`src/rtl/sysarray_feed_ctrl.sv`:
```
// Operand sequencer for a 4x3 output-stationary systolic array: host-loaded A/B buffers, clear, skewed feed, done pulse.
// Optional SYSCTRL_PERF_EN adds run_cnt / run_num performance counters.
module sysarray_feed_ctrl #(
    parameter int DATA_SIZE = 8,
    parameter int KMAX      = 16,
    parameter int K_W       = 5
) (
    input  logic                 clk,
    input  logic                 reset,
    input  logic                 wr_en,
    input  logic                 wr_sel,
    input  logic [1:0]           wr_row,
    input  logic [K_W-1:0]       wr_k,
    input  logic [DATA_SIZE-1:0] wr_data,
    input  logic                 start,
    input  logic [K_W-1:0]       k_len,
    output logic                 busy,
    output logic                 done,
    output logic                 wr_err,
    output logic                 arr_clr,
    output logic [DATA_SIZE-1:0] a1,
    output logic [DATA_SIZE-1:0] a2,
    output logic [DATA_SIZE-1:0] a3,
    output logic [DATA_SIZE-1:0] a4,
    output logic [DATA_SIZE-1:0] b1,
    output logic [DATA_SIZE-1:0] b2,
    output logic [DATA_SIZE-1:0] b3
`ifdef SYSCTRL_PERF_EN
    ,
    output logic [15:0]          run_cnt,
    output logic [7:0]           run_num
`endif
);

    localparam int T_W = K_W + 1;
    localparam int AW  = (KMAX > 1) ? $clog2(KMAX) : 1;

    typedef enum logic [1:0] {S_IDLE, S_CLEAR, S_FEED, S_DONE} state_t;

    state_t               state_r;
    logic [K_W-1:0]       k_r;
    logic [T_W-1:0]       t_r;
    logic                 busy_r, done_r, wr_err_r, arr_clr_r;
    logic [DATA_SIZE-1:0] a_buf_r [4][KMAX];
    logic [DATA_SIZE-1:0] b_buf_r [3][KMAX];
    logic [DATA_SIZE-1:0] a_r [4];
    logic [DATA_SIZE-1:0] b_r [3];

    logic [DATA_SIZE-1:0] a_nxt_s [4];
    logic [DATA_SIZE-1:0] b_nxt_s [3];
    logic [T_W-1:0]       da_s [4];
    logic [T_W-1:0]       db_s [3];
    logic [T_W-1:0]       feed_t_s;
    logic [T_W-1:0]       t_last_s;
    logic                 load_s;
    logic                 wr_bad_s;
    logic                 wr_ok_s;
    logic [K_W-1:0]       k_sat_s;

    assign t_last_s = T_W'(k_r) + T_W'(4);
    assign k_sat_s  = (k_len > K_W'(KMAX)) ? K_W'(KMAX) : k_len;
    // Column 3 of B does not exist, so that address is an error rather than a silent drop.
    assign wr_bad_s = busy_r | (wr_k >= K_W'(KMAX)) | (wr_sel & (wr_row == 2'd3));
    assign wr_ok_s  = wr_en & ~wr_bad_s;

    // Operand values the output registers take at the next edge (skew by row/column index).
    always_comb begin
        feed_t_s = '0;
        load_s   = 1'b0;
        case (state_r)
            S_CLEAR: begin
                feed_t_s = '0;
                load_s   = (k_r != '0);
            end
            S_FEED: begin
                feed_t_s = t_r + T_W'(1);
                load_s   = (t_r != t_last_s);
            end
            default: begin
                feed_t_s = '0;
                load_s   = 1'b0;
            end
        endcase
        for (int i = 0; i < 4; i++) begin
            da_s[i]    = feed_t_s - T_W'(i);
            a_nxt_s[i] = '0;
            if (load_s && (feed_t_s >= T_W'(i)) && (da_s[i] < T_W'(k_r))) begin
                a_nxt_s[i] = a_buf_r[i][da_s[i][AW-1:0]];
            end else begin
                a_nxt_s[i] = '0;
            end
        end
        for (int j = 0; j < 3; j++) begin
            db_s[j]    = feed_t_s - T_W'(j);
            b_nxt_s[j] = '0;
            if (load_s && (feed_t_s >= T_W'(j)) && (db_s[j] < T_W'(k_r))) begin
                b_nxt_s[j] = b_buf_r[j][db_s[j][AW-1:0]];
            end else begin
                b_nxt_s[j] = '0;
            end
        end
    end

    // Operand buffers keep their contents across reset.
    always_ff @(posedge clk) begin
        if (wr_ok_s) begin
            if (wr_sel) begin
                b_buf_r[wr_row][wr_k[AW-1:0]] <= wr_data;
            end else begin
                a_buf_r[wr_row][wr_k[AW-1:0]] <= wr_data;
            end
        end
    end

    // Run sequencer with registered status and operand outputs.
    always_ff @(posedge clk or negedge reset) begin
        if (!reset) begin
            state_r   <= S_IDLE;
            k_r       <= '0;
            t_r       <= '0;
            busy_r    <= 1'b0;
            done_r    <= 1'b0;
            wr_err_r  <= 1'b0;
            arr_clr_r <= 1'b1;
            for (int i = 0; i < 4; i++) a_r[i] <= '0;
            for (int j = 0; j < 3; j++) b_r[j] <= '0;
        end else begin
            wr_err_r  <= wr_en & wr_bad_s;
            done_r    <= 1'b0;
            arr_clr_r <= 1'b0;
            for (int i = 0; i < 4; i++) a_r[i] <= a_nxt_s[i];
            for (int j = 0; j < 3; j++) b_r[j] <= b_nxt_s[j];
            case (state_r)
                S_IDLE: begin
                    if (start) begin
                        k_r       <= k_sat_s;
                        busy_r    <= 1'b1;
                        arr_clr_r <= 1'b1;
                        state_r   <= S_CLEAR;
                    end else begin
                        state_r   <= S_IDLE;
                    end
                end
                S_CLEAR: begin
                    t_r <= '0;
                    if (k_r == '0) begin
                        done_r  <= 1'b1;
                        state_r <= S_DONE;
                    end else begin
                        state_r <= S_FEED;
                    end
                end
                S_FEED: begin
                    if (t_r == t_last_s) begin
                        done_r  <= 1'b1;
                        state_r <= S_DONE;
                    end else begin
                        t_r     <= t_r + T_W'(1);
                    end
                end
                S_DONE: begin
                    busy_r  <= 1'b0;
                    state_r <= S_IDLE;
                end
                default: begin
                    busy_r  <= 1'b0;
                    state_r <= S_IDLE;
                end
            endcase
        end
    end

`ifdef SYSCTRL_PERF_EN
    logic [15:0] cyc_r;

    // Busy-cycle counter; its value in DONE is the inclusive run length.
    always_ff @(posedge clk or negedge reset) begin
        if (!reset) begin
            cyc_r   <= 16'd0;
            run_cnt <= 16'd0;
            run_num <= 8'd0;
        end else begin
            if (state_r == S_IDLE && start) begin
                cyc_r <= 16'd1;
            end else if (busy_r && state_r != S_DONE) begin
                cyc_r <= cyc_r + 16'd1;
            end
            if (state_r == S_DONE) begin
                run_cnt <= cyc_r;
                run_num <= run_num + 8'd1;
            end
        end
    end
`endif

    assign busy    = busy_r;
    assign done    = done_r;
    assign wr_err  = wr_err_r;
    assign arr_clr = arr_clr_r;
    assign a1      = a_r[0];
    assign a2      = a_r[1];
    assign a3      = a_r[2];
    assign a4      = a_r[3];
    assign b1      = b_r[0];
    assign b2      = b_r[1];
    assign b3      = b_r[2];

endmodule

```
`config.mk`:
```
export PLATFORM = sky130hd
export DESIGN_NAME = sysarray_feed_ctrl
export DESIGN_NICKNAME = d
export VERILOG_FILES = /design/src/rtl/sysarray_feed_ctrl.sv
export SDC_FILE = /design/constraint.sdc
export NUM_CORES = 1
export LEC_CHECK = 0
export CAP_MARGIN = 30
export CORE_MARGIN = 1.5
export CORE_UTILIZATION = 25
export CTS_BUF_LIST = sky130_fd_sc_hd__clkbuf_16
export DETAILED_ROUTE_END_ITERATION = 8
export GPL_TIMING_DRIVEN = 0
export PLACE_DENSITY = 0.45
export SETUP_SLACK_MARGIN = 0.02
export SYNTH_ARGS = -nofsm -noshare
export SYNTH_HDL_FRONTEND = slang
export SYNTH_SLANG_ARGS = --single-unit
```
`constraint.sdc`:
```
create_clock -name clk -period 6 [get_ports clk]
set_clock_uncertainty 0.2 [all_clocks]
set_input_delay 1.8 -clock clk [delete_from_list [all_inputs] [get_ports clk]]
set_output_delay 1.8 -clock clk [all_outputs]
set_load 0.005 [all_outputs]
```
==> run summary <==
Startpoint types -> flop
PwrDens -> 425.2 mW/mm2
Setup-failing EPs final -> 0
Hold Fails Final Rpt -> 0
First-pass GRT wire length -> 161.7 mm
RSZ-0062 raised after global routing -> false
I/O pins -> 85
Antenna violations before repair -> 3
Internal -> 13.50 mW
Hold Buf Count CTS -> 0
Critical-path maximum fanout -> 12
Normalized max-slew margin -> 32.70%
Final WL -> 113.5 mm
# port buffers -> 84
DRC viols -> 0
Clock power share -> 33.1%
Top post-synthesis cells by area -> edfxtp_1, mux4_2, dfrtp_1
Number of enable flip-flop cells after synthesis -> 896
Core area -> 0.1539 mm2
Nets@finish -> 2595
Required time of the critical path -> 6.32 ns
Setup TNS -> 0 ns
Post-Route Utilization -> 30.09%
Leak Pwr -> 14.94 nW
Largest area contributor in the netlist -> edfxtp_1
Async set or reset register ratio after synthesis -> 7.534%
Most common cell in the netlist -> edfxtp_1
Syn_nets -> 2337
Area delta synth->final -> 19.79%
Grt total ovfl -> 0
Maximum clock frequency -> 0.1753 GHz
MaxCap Viol Count -> 0
Die area -> 0.1570 mm2
Via count -> 21.63k
Tightest Hold Check Type -> flop to flop
PostCTS Resize Cnt -> 4
Pre-CTS setup slack -> -0.6149 ns
Largest net degree at the start of global routing -> 77
Placer Congestion -> 0.8452
Clock transition at path regs -> 0.06 ns
Synth top area share -> 69.61%
Critical setup path kind -> flop to flop
CTS tree -> built
Die width -> 396.2 um
Run status -> finished clean
Post-CTS Setup Inserts -> 0
Synthesized cell area -> 0.03865 mm2
Starting Density -> 25.12%
Avg Vias per Cell -> 4.625
Root Buffer -> clkbuf_16
#FFs+latches synth -> 969
Setup ws final -> 0.2946 ns
DR WL/cell -> 24.26 um
CP Capture Type -> flop
Data arrival, critical path -> 6.03 ns
Seq pwr share -> 38.4%
Crit path from -> t_r[0]$_DFFE_PN0P_
Commonest cells post-synth -> edfxtp_1, nand2_1, mux2i_1, mux4_2, nor2_1
Vias in the first global route -> 22.23k
Iteration-0 DRC Markers -> 1898
H-Tree Level Count -> 3
Post-synthesis sequential area ratio -> 74.34%
Maximum clock path buffer count -> 3
Final period util -> 95.09%
Clk sinks -> 969
First-pass DRT Iterations -> 6
Fillers -> 15.18k
Worst vdd ir -> 252.3 uV
Die Span Y -> 396.2 um
Synth cell types -> 62
Clock latency on the worst-skew pair -> 0.69 ns
HP Start -> t_r[5]$_DFFE_PN0P_
Avg Cell Area, Syn -> 16.91 um2
Fin. max-slew vios -> 0
Sw power -> 6.190 mW
Net switching fraction of the power -> 31.44%
Least-Margin Pin Slew -> 1.010 ns
Site Rows -> 144
Top FF cell, synth -> edfxtp_1
Worst r2r src -> t_r[0]$_DFFE_PN0P_
Combinational share of power -> 28.6%
Post-DRT Antenna Nets -> 0
YS warnings -> 0
Cts bufs inserted -> 106
Global Route Usage Sum -> 14.28%
HPWL Detailed -> 78.00 mm
Share of layout cells above drive strength 1 -> 17.71%
Mapped Cells -> 2285
Fin crit period -> 5.705 ns
area by class of cell:
| class | count | area [um2] | share of cell area (%) |
|---|---|---|---|
| clock buffer | 111 | 2778 | 6.000 |
| antenna | 1 | 2.502 | 0.005405 |
| clock inverter | 86 | 726.9 | 1.570 |
| timing repair buffer | 152 | 1521 | 3.286 |
| sequential | 969 | 28730 | 62.06 |
| tap | 2044 | 2557 | 5.524 |
| multi-input combinational | 1154 | 9224 | 19.92 |
| buffer | 138 | 663.1 | 1.432 |
| inverter | 22 | 90.09 | 0.1946 |
worst max-delay path, stage by stage (launching register included):
cell and delay, ns:
dfrtp_1 0.48, ha_1 0.47, and2_1 0.17, clkbuf_1 0.40, clkbuf_4 0.40, inv_1 0.17, ha_1 0.32, buf_2 0.24
clkinv_1 0.35, buf_2 0.35, ha_1 0.32, o21ai_0 0.09, a21oi_1 0.09, or4_1 0.47, clkbuf_1 0.26, buf_2 0.29
a31oi_1 0.46
final timing paths:
path	to	slack (ns)	depth (start not counted)
min reg2reg	t_r[5]$_DFFE_PN0P_	0.40	2
min	t_r[5]$_DFFE_PN0P_	0.40	2
max in group asynchronous	arr_clr$_DFF_PN1_	4.02	2
min in group asynchronous	b1[5]$_DFF_PN0_	0.84	1
max	a3[0]$_DFF_PN0_	0.29	16
max reg2reg	a3[0]$_DFF_PN0_	0.29	16
layout by cell type, fill, tap and decap left out, types with 31 or more instances in the layout:
cell               n
o2111ai_1         31
inv_1             37
buf_4             35
mux2i_1          127
mux4_2           114
clkbuf_1          83
edfxtp_1         896
dfrtp_1           72
a31oi_1           48
nand3_1           83
mux2_2            39
nor2b_1           37
o21ai_0           36
clkdlybuf4s50_1   75
clkbuf_16        111
a211oi_1          48
nand2_1          262
buf_2             54
nor3_1            63
nor2_1            98
logic make-up after synthesis:
| family | Yosys count | synth area share (%) |
|---|---|---|
| xor gates and xnor gates | 16 | 0.4986 |
| buffers and inverters | 162 | 1.946 |
| and+or+nand+nor | 603 | 7.086 |
| DFF | 969 | 74.34 |
| AOI/OAI and AO/OA | 228 | 4.183 |
| muxes | 280 | 11.07 |
| adders and majority gates | 27 | 0.8741 |
metal layers:
layer  share of wire, %  GRT usage (%)  up-vias
li1                   -              -     9485
met1                 45          19.86    11280
met2                 47          23.02      695
met3                5.2          2.047      165
met4                2.5          4.358        2
met5              0.011              0        -
per-stage QoR:
step | instance area, um2 | std cells | hold WS, ns | total power, mW
after global placement | 42050 | 4413 | 0.3660 | 13.32
after global routing | 46290 | 4676 | 0.4355 | 20.52
after CTS | 46190 | 4665 | 0.3932 | 19.89
after floorplan | 38650 | 2285 | 0.3165 | 11.22
final | 46300 | 4677 | 0.4020 | 19.69
after detailed placement | 42690 | 4470 | 0.3798 | 13.35
sequential cells by signal, summed over array words and instances (netlist names):
| signal | flops |
|---|---|
| a1 | 8 |
| a2 | 8 |
| a3 | 8 |
| a4 | 8 |
| a_buf_r | 512 |
| arr_clr | 1 |
| b1 | 8 |
| b2 | 8 |
| b3 | 8 |
| b_buf_r | 384 |
| busy | 1 |
| done | 1 |
| k_r | 5 |
| state_r | 2 |
| t_r | 6 |
| wr_err | 1 |
power by group through the flow:
stage / combinational, mW / clock, mW / sequential, mW
2_1_floorplan: 3.55 / 0 / 7.67
3_3_place_gp: 5.59 / 0 / 7.73
3_5_place_dp: 5.66 / 0 / 7.69
4_1_cts: 5.68 / 6.66 / 7.55
5_1_grt: 6.05 / 6.92 / 7.56
6_report: 5.62 / 6.51 / 7.55
Note: power is estimated with default switching activity, not from simulation.
